[src/rtl/vc_evict_ds_rx.sv]
// Downstream receiver for the vector cache evict stream: gathers DS_N beats into one line
// and presents it with the beat-0 header. Define VC_EVICT_RX_CHK_EN to enable protocol checks.
package vc_evict_pkg;
  localparam int DEF_BUS_WIDTH        = 128;
  localparam int MSHR_ENTRY_IDX_WIDTH = 4;
  localparam int DB_ENTRY_IDX_WIDTH   = 4;
  localparam int SIDEBAND_WIDTH       = 8;
  localparam int TAG_W                = 20;
  localparam int INDEX_W              = 6;
  localparam int OFFSET_W             = 6;

  typedef struct packed {
    logic [TAG_W-1:0]    tag;
    logic [INDEX_W-1:0]  index;
    logic [OFFSET_W-1:0] offset;
  } addr_t;

  typedef logic [7:0] txnid_t;

  typedef struct packed {
    addr_t                           addr;
    logic                            last;
    logic [MSHR_ENTRY_IDX_WIDTH-1:0] rob_entry_id;
    logic [DB_ENTRY_IDX_WIDTH-1:0]   db_entry_id;
    txnid_t                          txnid;
    logic [SIDEBAND_WIDTH-1:0]       sideband;
  } evict_hdr_t;

  typedef struct packed {
    logic [DEF_BUS_WIDTH-1:0] data;
    evict_hdr_t               hdr;
  } evict_to_ds_pld_t;
endpackage

module vc_evict_ds_rx
  import vc_evict_pkg::*;
#(
  parameter int BUS_WIDTH = DEF_BUS_WIDTH,
  parameter int DS_N      = 4,
  parameter int CNT_W     = 16
) (
  input  logic                                   clk,
  input  logic                                   rst,
  input  logic                                   in_vld,
  output logic                                   in_rdy,
  input  logic [BUS_WIDTH+$bits(evict_hdr_t)-1:0] in_pld,
  output logic                                   out_vld,
  input  logic                                   out_rdy,
  output logic [DS_N*BUS_WIDTH-1:0]              out_data,
  output addr_t                                  out_addr,
  output logic [MSHR_ENTRY_IDX_WIDTH-1:0]        out_rob_entry_id,
  output logic [DB_ENTRY_IDX_WIDTH-1:0]          out_db_entry_id,
  output txnid_t                                 out_txnid,
  output logic [SIDEBAND_WIDTH-1:0]              out_sideband,
  output logic [$clog2(DS_N):0]                  out_beats,
  output logic                                   out_err,
  output logic [CNT_W-1:0]                       line_cnt
);

  localparam int BC_W = $clog2(DS_N);
  localparam logic [BC_W-1:0] LAST_BEAT = BC_W'(DS_N - 1);

  typedef enum logic {COLLECT, FULL} state_t;

  state_t                  state_q, state_d;
  logic [BC_W-1:0]         beat_cnt_q;
  logic [DS_N*BUS_WIDTH-1:0] line_q;
  evict_hdr_t              hdr_q;
  logic [BC_W:0]           beats_q;
  logic [CNT_W-1:0]        line_cnt_q;

  logic [BUS_WIDTH-1:0]    in_data;
  evict_hdr_t              in_hdr;
  logic                    accept;
  logic                    out_fire;
  logic                    is_first;
  logic                    is_final;
  logic                    line_end;
  logic                    unused_hdr_last;

  assign {in_data, in_hdr} = in_pld;
  assign accept   = in_vld && (state_q == COLLECT);
  assign out_fire = (state_q == FULL) && out_rdy;
  assign is_first = (beat_cnt_q == '0);
  assign is_final = (beat_cnt_q == LAST_BEAT);
  // The captured last flag is never presented downstream.
  assign unused_hdr_last = hdr_q.last;

`ifdef VC_EVICT_RX_CHK_EN
  logic err_q;
  logic hdr_mismatch;
  logic beat_err;

  assign hdr_mismatch = !is_first &&
                        ((in_hdr.addr.tag   != hdr_q.addr.tag)   ||
                         (in_hdr.addr.index != hdr_q.addr.index) ||
                         (in_hdr.db_entry_id != hdr_q.db_entry_id));
  // Flags both an early last and a missing last on the final beat.
  assign beat_err = hdr_mismatch || (in_hdr.last != is_final);
  assign line_end = is_final || in_hdr.last;
  assign out_err  = err_q;

  always_ff @(posedge clk) begin
    if (rst) begin
      err_q <= 1'b0;
    end else if (accept) begin
      err_q <= (is_first ? 1'b0 : err_q) | beat_err;
    end
  end
`else
  assign line_end = is_final;
  assign out_err  = 1'b0;
`endif

  // NOTE: state registers use non-blocking assignments so every flop samples pre-edge values.
  always_ff @(posedge clk) begin
    if (rst) state_q <= COLLECT;
    else     state_q <= state_d;
  end

  // NOTE: state_d gets its default before the case so no path leaves it unassigned (no latch).
  always_comb begin
    state_d = state_q;
    case (state_q)
      COLLECT: if (accept && line_end) state_d = FULL;
      FULL:    if (out_rdy)            state_d = COLLECT;
      default:                         state_d = COLLECT;
    endcase
  end

  // NOTE: the line buffer is plain flops with reset, since out_data must read zero after reset.
  always_ff @(posedge clk) begin
    if (rst) begin
      beat_cnt_q <= '0;
      line_q     <= '0;
      hdr_q      <= '0;
      beats_q    <= '0;
      line_cnt_q <= '0;
    end else begin
      if (accept) begin
        if (is_first) begin
          hdr_q  <= in_hdr;
          line_q <= {{((DS_N-1)*BUS_WIDTH){1'b0}}, in_data};
        end else begin
          for (int k = 1; k < DS_N; k++) begin
            if (beat_cnt_q == BC_W'(k)) line_q[k*BUS_WIDTH +: BUS_WIDTH] <= in_data;
          end
        end
        beat_cnt_q <= beat_cnt_q + BC_W'(1);
        if (line_end) beats_q <= {1'b0, beat_cnt_q} + (BC_W+1)'(1);
      end
      if (out_fire) begin
        beat_cnt_q <= '0;
        line_cnt_q <= line_cnt_q + CNT_W'(1);
      end
    end
  end

  assign in_rdy           = (state_q == COLLECT);
  assign out_vld          = (state_q == FULL);
  assign out_data         = line_q;
  assign out_addr         = hdr_q.addr;
  assign out_rob_entry_id = hdr_q.rob_entry_id;
  assign out_db_entry_id  = hdr_q.db_entry_id;
  assign out_txnid        = hdr_q.txnid;
  assign out_sideband     = hdr_q.sideband;
  assign out_beats        = beats_q;
  assign line_cnt         = line_cnt_q;

endmodule
[config.mk]
export PLATFORM = sky130hd
export DESIGN_NAME = vc_evict_ds_rx
export DESIGN_NICKNAME = d
export VERILOG_FILES = /design/src/rtl/vc_evict_ds_rx.sv
export SDC_FILE = /design/constraint.sdc
export NUM_CORES = 1
export LEC_CHECK = 0
export ABC_CLOCK_PERIOD_IN_PS = 2050
export BUFFER_PORTS_ARGS = -buffer_cell sky130_fd_sc_hd__buf_4
export CAP_MARGIN = 30
export CORE_AREA = 2 2 302 304
export DETAILED_ROUTE_END_ITERATION = 10
export DIE_AREA = 0 0 304 306
export PLACE_DENSITY_LB_ADDON = 0.05
export SLEW_MARGIN = 10
export SYNTH_ARGS = -nofsm -noshare
export SYNTH_HDL_FRONTEND = slang
export SYNTH_SLANG_ARGS = --single-unit
[constraint.sdc]
create_clock -name clk -period 2.05 [get_ports clk]
set_input_delay 0.41 -clock clk [delete_from_list [all_inputs] [get_ports clk]]
set_output_delay 0.41 -clock clk [all_outputs]
set_load 0.01 [all_outputs]
# == After elaboration in Yosys (flattened, before gate mapping) ==
# Cells that the tools add are included.
# classes
reduce_logical,13
n_bitwise,1
n_addsub,3
n_eq_ne,3
mux,7
# op_table
op,count
$mux 128,3
$mux 384,1
$add 16x1->16 const B,1
$reduce_and 2->1,5
$reduce_bool 2->1,3
$eq 2x2->1 const B,2
$add 2x1->3 const B,1
$logic_and 1x1->1,3
$add 2x1->2 const B,1
$eq 2x1->1 const B,1
$logic_not 2->1,1
$mux 1,2
$pmux 1 s2,1
$reduce_or 2->1,1
$not 1->1,1
# word_totals
out_inout_bits,590
input_bits,189
elab_cells,42
register_bits,590

# == Longest topological paths before layout ==
# Gate-level depths: netlist (run 1).
# depth
depth_word,5
ltp_mapped,9
depth_no_buf,6

# == Worst setup path before layout (run 1) ==
# OpenSTA, ideal clock, no wires.
# synth_path
path_type,register -> register
start,register beat_cnt_q[0]
end,register line_q[300] (netlist: out_data[300])
slack_ns,0.457
setup_time_ns,0.065
t_arrival_ns,1.528
stages_incl_launch_ff,10
required_time_ns,1.985
period_less_slack_ns,1.593
n_path_buf,3
cell_sequence,dfxtp_1 > inv_1 > ha_1 > and3b_1 > buf_6 > nor2_4 > buf_6 > buf_6 > a22oi_2 > nor2_1
# synth_via
elab_chain_len,3
elab_cells_between_ends,5
cone_classes,1 x eq/ne; 1 x mux; 3 x reduce/logical
# synth_lines
element,line_no,text
from (decl),66,logic [BC_W-1:0] beat_cnt_q;
from (signal assigned),149,beat_cnt_q <= beat_cnt_q + BC_W'(1);
$eq 2x2->1 or $logic_not 2->1 (tied branches),"146, 84",
$reduce_bool 2->1 (no source line),-,
$reduce_and 2->1 (no source line),-,
to (signal assigned),143,"line_q <= {{((DS_N-1)*BUS_WIDTH){1'b0}}, in_data};"
"to (signal, indexed assignment)",146,if (beat_cnt_q == BC_W'(k)) line_q[k*BUS_WIDTH +: BUS_WIDTH] <= in_data;
to (decl),67,logic [DS_N*BUS_WIDTH-1:0] line_q;
# Several ways; a longest one is shown, not always the timed one.
# A chain may end at the register's enable or synchronous reset.

# == Worst setup path after layout (run 1) ==
# layout_path
start,register beat_cnt_q[1]
end,register line_q[107] (netlist: out_data[107])
# layout_via
elab_chain_len,2
# layout_lines
element,line_no,text
$logic_not 2->1,84,assign is_first = (beat_cnt_q == '0);
$reduce_and 2->1 (no source line),-,
# Every way passes these cells.

==> impl_metrics.toml, run 1 <==
[layout]
fin_cells = 4411
fill_cells = 9444
nets = 3371
areaGrowthSynthToFinish_pct = 43.98
drive_gt1_share_pct = 30.76
design_area_mm2 = 0.03085

[drt]
drtAntennaViolNets = 0
routedWlPerCell_um = 21.56
vias = 20001
wirelength_mm = 95.11
dr.pass1.iters = 5
drcViolationCount = 0
drt_iter0_drc = 1187
detail_route.vias_per_cell = 4.534

[sta]
max_slew_margin_pct = 55.07
rsz0062_at_grt = "no"
finalHoldViolCount = 0
setup_slack_ns = 0.1420
fin_skew_ns = 0.02760
finalSetupTns_ns = 0
worstMarginPinSlew_ns = 0.6740
max_freq_ghz = 0.5241
slew_violations = 0
period_minus_slack_ns = 1.908
setup_viol = 0
finalCritPeriodShare_pct = 93.07

[logic_synthesis]
syn_inst = 2471
synth_simple_gate_area_share_pct = 20.94
synthTopCellsByArea = "dfxtp_1 55%, nand2_1 11%, a22oi_1 8.0%"
synth-main-ff-cell = "dfxtp_1"
syn_area_mm2 = 0.02143
async_reset_ff_share_pct = 0
synth_top_area_share_pct = 55.12
synth_xor_area_share_pct = 0.5313
syn-num-nets = 2665
synthTopCellsByCount = "632 x nand2_1, 590 x dfxtp_1, 318 x a21oi_1"
synthMostInstantiatedCell = "nand2_1"
synth_compound_area_share_pct = 17.20
synth_top_family_by_area = "simple AND/OR/NAND/NOR gates"
synth.largest_area_cell = "dfxtp_1"
yosys_warnings = 0
synth_fa_ha_area_share_pct = 0.2919
yosysSeqAreaShare_pct = 55.12
yosys-mux-area-fraction_pct = 0.09926
synth_edf_count = 0
syn_avg_cell_area_um2 = 8.672
yosys_register_bits = 590
synth_cell_types = 40

[hold_path]
hold_class = "input port to flip-flop"

[grt]
overflow = 0
antenna_found_initial = 5
grt_pass1_vias = 19631
grt_max_degree = 118
grt_use_total_pct = 19.55
grt_pass1_wl_mm = 137.0

[setup_path]
critPathSlowestCell = "buf_12"
crit_family = "buffers and inverters"
cp_cell_sequence = "inv_1 > ha_4 > and3b_4 > buf_12 > nand2_1 > a21oi_1"
rrSetupSlack_ns = 0.14
endpoint_kind = "flip-flop"
start_kind = "flip-flop"
crit_arrival_ns = 2.43
max_stage_delay_ns = 0.40
critPathKind = "flip-flop to flip-flop"
cp_data_required_time_ns = 2.57
cp_max_fo = 117
cp.buffers_inverters = 2

[flow_run]
maxCapViolCount = 0

[power]
powerDensity_mw_per_mm2 = 918.3
peakVddDrop_uv = 499.4
p_total_mw = 28.33
leakage_nw = 12.68

[floorplan]
die-area_mm2 = 0.09302
core_mm2 = 0.08960
io_pins = 779
start_util_pct = 23.92
die-height_um = 306
row_count = 110
chipWidth_um = 304

[clocking]
cts_resized = 0
postCtsSetupBuffers = 0
clkLatencyLatePin_ns = 0.62
clk_pin_slew_ns = 0.06
cts_root_buf = "clkbuf_16"
clockBufferDepth = 3
cts_sinks = 590
cts-htree-levels = 3
cts_buffers = 71
cts_tree = "built"

[placement]
numPlacedInstances = 4276
gp_congestion = 0.7997
io_buffers = 776
place.detailed.hpwl_mm = 66.14
dpl-instance-area_mm2 = 0.02848
place_ws_ns = 0.1284

[run_status]
status = "finished, final reports clean"
-- worst register-to-register path: cells and delay by family, from the launching register on --
kind	cells	cell delay, ns
flip-flops	1	0.34
AND/OR/NAND/NOR	2	0.62
AO/OA/AOI/OAI	1	0.15
buffers and inverters	2	0.53
adder cells (fa/ha/maj)	1	0.20
-- state kept, by name, indices dropped and copies added (netlist names) --
signal,flops
out_rob_entry_id,4
beat_cnt_q,2
out_vld,1
line_cnt,16
out_addr,32
out_beats,3
out_data,512
out_db_entry_id,4
out_sideband,8
out_txnid,8
-- routing by layer --
metal | GRT usage [%] | share of wire, % | vias to the layer above
met5 | 0 | 0.017 | -
met4 | 6.572 | 2.8 | 2
met3 | 6.014 | 7.5 | 122
met2 | 33.71 | 49 | 627
met1 | 22.97 | 41 | 9619
li1 | - | - | 9631
-- placed cells by master (no fill, tap or decap), types with 2 or more instances in the layout --
cell             n
bufinv_16        2
nand3_1          4
dfxtp_1        590
buf_4          797
clkbuf_8        21
clkinv_4         2
ha_1             4
buf_12          38
dlygate4sd3_1    4
inv_1            7
nand4_1          5
nand2_1        631
xor2_1           5
nor2_1         276
nor2_4           2
nor3_1           3
a22oi_1        227
nor2b_1        129
xnor2_1          8
inv_6            3
and3b_4          3
diode_2          4
clkbuf_1        15
a21oi_1        318
a22oi_2         30
clkinv_2        11
nor4_1           2
clkbuf_16       72
-- worst paths after layout --
kind | startpoint | endpoint | cells after the start
max | beat_cnt_q[1]$_SDFFE_PP0P_ | out_data[107]$_SDFFE_PP0P_ | 6
min | in_pld[52] | out_addr[27]$_SDFFE_PP0P_ | 3
max reg2reg | beat_cnt_q[1]$_SDFFE_PP0P_ | out_data[107]$_SDFFE_PP0P_ | 6
min reg2reg | out_data[432]$_SDFFE_PP0P_ | out_data[432]$_SDFFE_PP0P_ | 2
-- cell families after synthesis --
| kind of cell | Yosys count |
|---|---|
| AO/OA/AOI/OAI | 577 |
| XOR/XNOR | 13 |
| adder cells (fa/ha/maj) | 5 |
| buffers and inverters | 214 |
| flip-flops | 590 |
| multiplexers | 2 |
| other | 1 |
| AND/OR/NAND/NOR | 1069 |
-- where the power goes --
group / total [mW] / internal (mW) / switching, mW
logic: 3.62 / 1.39 / 2.24
registers: 12.1 / 11.9 / 0.217
clock network: 12.6 / 7.48 / 5.15
-- final cells by class --
type / count / area, µm² / share of cell area [%]
sequential: 590 / 11810 / 38.28
multi-input combinational: 1667 / 8413 / 27.27
timing repair buffer: 840 / 6799 / 22.04
clock buffer: 108 / 2147 / 6.959
tap: 1176 / 1471 / 4.769
clock inverter: 19 / 175.2 / 0.5677
inverter: 7 / 26.28 / 0.08516
antenna: 4 / 10.01 / 0.03244
-- what timing repair did --
action,CTS,global route
setup endpoints to repair,0,0
hold endpoints to repair,4,0
hold buffers,4,0
-- per-stage QoR --
step	hold WS (ns)	util [%]
after floorplan	0.4696	-
after global placement	0.4422	31.79
after detailed placement	0.4474	31.79
after CTS	0.0001871	34.42
after global routing	0.01438	34.44
final	0.04114	34.44
Power figures use the tool's default switching activity.
==> run 2: changes to the inputs <==
--- a/config.mk
+++ b/config.mk
@@ -12,6 +12,7 @@
 export DETAILED_ROUTE_END_ITERATION = 10
 export DIE_AREA = 0 0 304 306
 export PLACE_DENSITY_LB_ADDON = 0.05
+export RECOVER_POWER = 25
 export SLEW_MARGIN = 10
 export SYNTH_ARGS = -nofsm -noshare
 export SYNTH_HDL_FRONTEND = slang
==> impl_metrics.toml, run 2 (synthesis results as in run 1) <==
[run_status]
status = "finished, final reports clean"

[grt]
overflow = 0
grt_pass1_wl_mm = 137.0
antenna_found_initial = 5
grt_max_degree = 118
grt_use_total_pct = 19.55
grt_pass1_vias = 19631

[sta]
finalSetupTns_ns = 0
setup_viol = 0
finalCritPeriodShare_pct = 93.27
finalHoldViolCount = 0
max_slew_margin_pct = 54.20
rsz0062_at_grt = "no"
fin_skew_ns = 0.02668
max_freq_ghz = 0.5230
period_minus_slack_ns = 1.912
slew_violations = 0
worstMarginPinSlew_ns = 0.6870

[power]
p_int_mw = 20.57
peakVddDrop_uv = 500.1
power_frac_comb_pct = 12.3
p_seq_share_pct = 42.9
p_sw_mw = 7.589
power_frac_clock_pct = 44.8
powerDensity_mw_per_mm2 = 945.2
leakage_nw = 11.50
power_switching_share_pct = 26.96

[setup_path]
critPathSlowestCell = "buf_12"
cp.buffers_inverters = 2
cp_max_fo = 117
rrSetupSlack_ns = 0.14
cp_data_required_time_ns = 2.57
critPathKind = "flip-flop to flip-flop"
max_stage_delay_ns = 0.38
endpoint_kind = "flip-flop"
start_kind = "flip-flop"
cp_cell_sequence = "inv_1 > ha_4 > and3b_4 > buf_12 > nand2_1 > a21oi_1"
crit_arrival_ns = 2.43
crit_family = "buffers and inverters"

[layout]
drive_gt1_share_pct = 22.07
largest_reg_flops = 512
most-common-layout-cells = "631 x nand2_1, 590 x dfxtp_1, 518 x buf_4"
fin_cells = 4411
layout_commonest_cell = "nand2_1"
areaGrowthSynthToFinish_pct = 39.00
nets = 3371

[drt]
vias = 20087
drt_iter0_drc = 1164
detail_route.vias_per_cell = 4.554
drtAntennaViolNets = 0
wirelength_mm = 95.21
routedWlPerCell_um = 21.58
drcViolationCount = 0
dr.pass1.iters = 5

[placement]
place.detailed.hpwl_mm = 66.14
gp_congestion = 0.7997
numPlacedInstances = 4276
io_buffers = 776

[floorplan]
chipWidth_um = 304
start_util_pct = 23.92
core_mm2 = 0.08960
row_count = 110
die-height_um = 306
io_pins = 779
die-area_mm2 = 0.09302

[clocking]
cts_buffers = 71
cts_sinks = 590
clkLatencyLatePin_ns = 0.62
cts_tree = "built"
clk_pin_slew_ns = 0.06
clockBufferDepth = 3
cts_resized = 0
cts-htree-levels = 3
cts_root_buf = "clkbuf_16"

[flow_run]
maxCapViolCount = 0

[hold_path]
hold_class = "input port to flip-flop"
run 2: what timing repair did:
action,CTS,global route
setup buffers,0,0
hold buffers,4,0
hold endpoints to repair,4,0
endpoints found under the setup margin,0,0
run 2: layer usage:
metal | GRT usage, % | share of wire, % | up-vias
met5 | 0 | 0.017 | -
met4 | 6.572 | 2.8 | 2
met3 | 6.014 | 7.6 | 116
met2 | 33.71 | 49 | 648
met1 | 22.97 | 41 | 9686
li1 | - | - | 9635
run 2: tightest hold or removal path, cell delays in order:
cell	delay, ns
buf_4	0.11
nand2_1	0.04
a21oi_1	0.05
run 2: path summary, 6_finish.rpt:
path,start,to,depth (start not counted)
hold reg to reg,out_data[432]$_SDFFE_PP0P_,out_data[432]$_SDFFE_PP0P_,2
setup reg to reg,beat_cnt_q[1]$_SDFFE_PP0P_,out_data[107]$_SDFFE_PP0P_,6
setup / recovery,beat_cnt_q[1]$_SDFFE_PP0P_,out_data[107]$_SDFFE_PP0P_,6
hold / removal,in_pld[52],out_addr[27]$_SDFFE_PP0P_,3
run 2: through the flow:
step | instance area (µm²) | util (%) | hold slack, ns | setup WS [ns] | power [mW]
after floorplan | 21430 | - | 0.4696 | 0.4567 | 14.12
after global placement | 28480 | 31.79 | 0.4422 | 0.1991 | 16.01
after detailed placement | 28480 | 31.79 | 0.4474 | 0.1284 | 16.04
after CTS | 30840 | 34.42 | 0.0001871 | 0.1228 | 28.86
after global routing | 29790 | 33.25 | 0.01438 | 0.04300 | 29.40
final | 29790 | 33.25 | 0.04387 | 0.1379 | 28.15
run 2: layout make-up:
cell class / count / area [µm²]
Antenna cell: 4 / 10.01
Clock buffer: 108 / 2147
Clock inverter: 19 / 175.2
Fill cell: 9671 / 59810
Inverter: 7 / 26.28
Multi-Input combinational cell: 1667 / 8394
Sequential cell: 590 / 11810
Tap cell: 1176 / 1471
Timing Repair Buffer: 840 / 5752
run 2: power by group through the flow:
stage | Sequential [mW] | Clock (mW) | Combinational (mW)
after global routing | 12.1 | 13.5 | 3.76
after floorplan | 12.5 | 0 | 1.63
after global placement | 12.3 | 0 | 3.69
final | 12.1 | 12.6 | 3.45
after CTS | 12.1 | 13.0 | 3.72
after detailed placement | 12.3 | 0 | 3.71
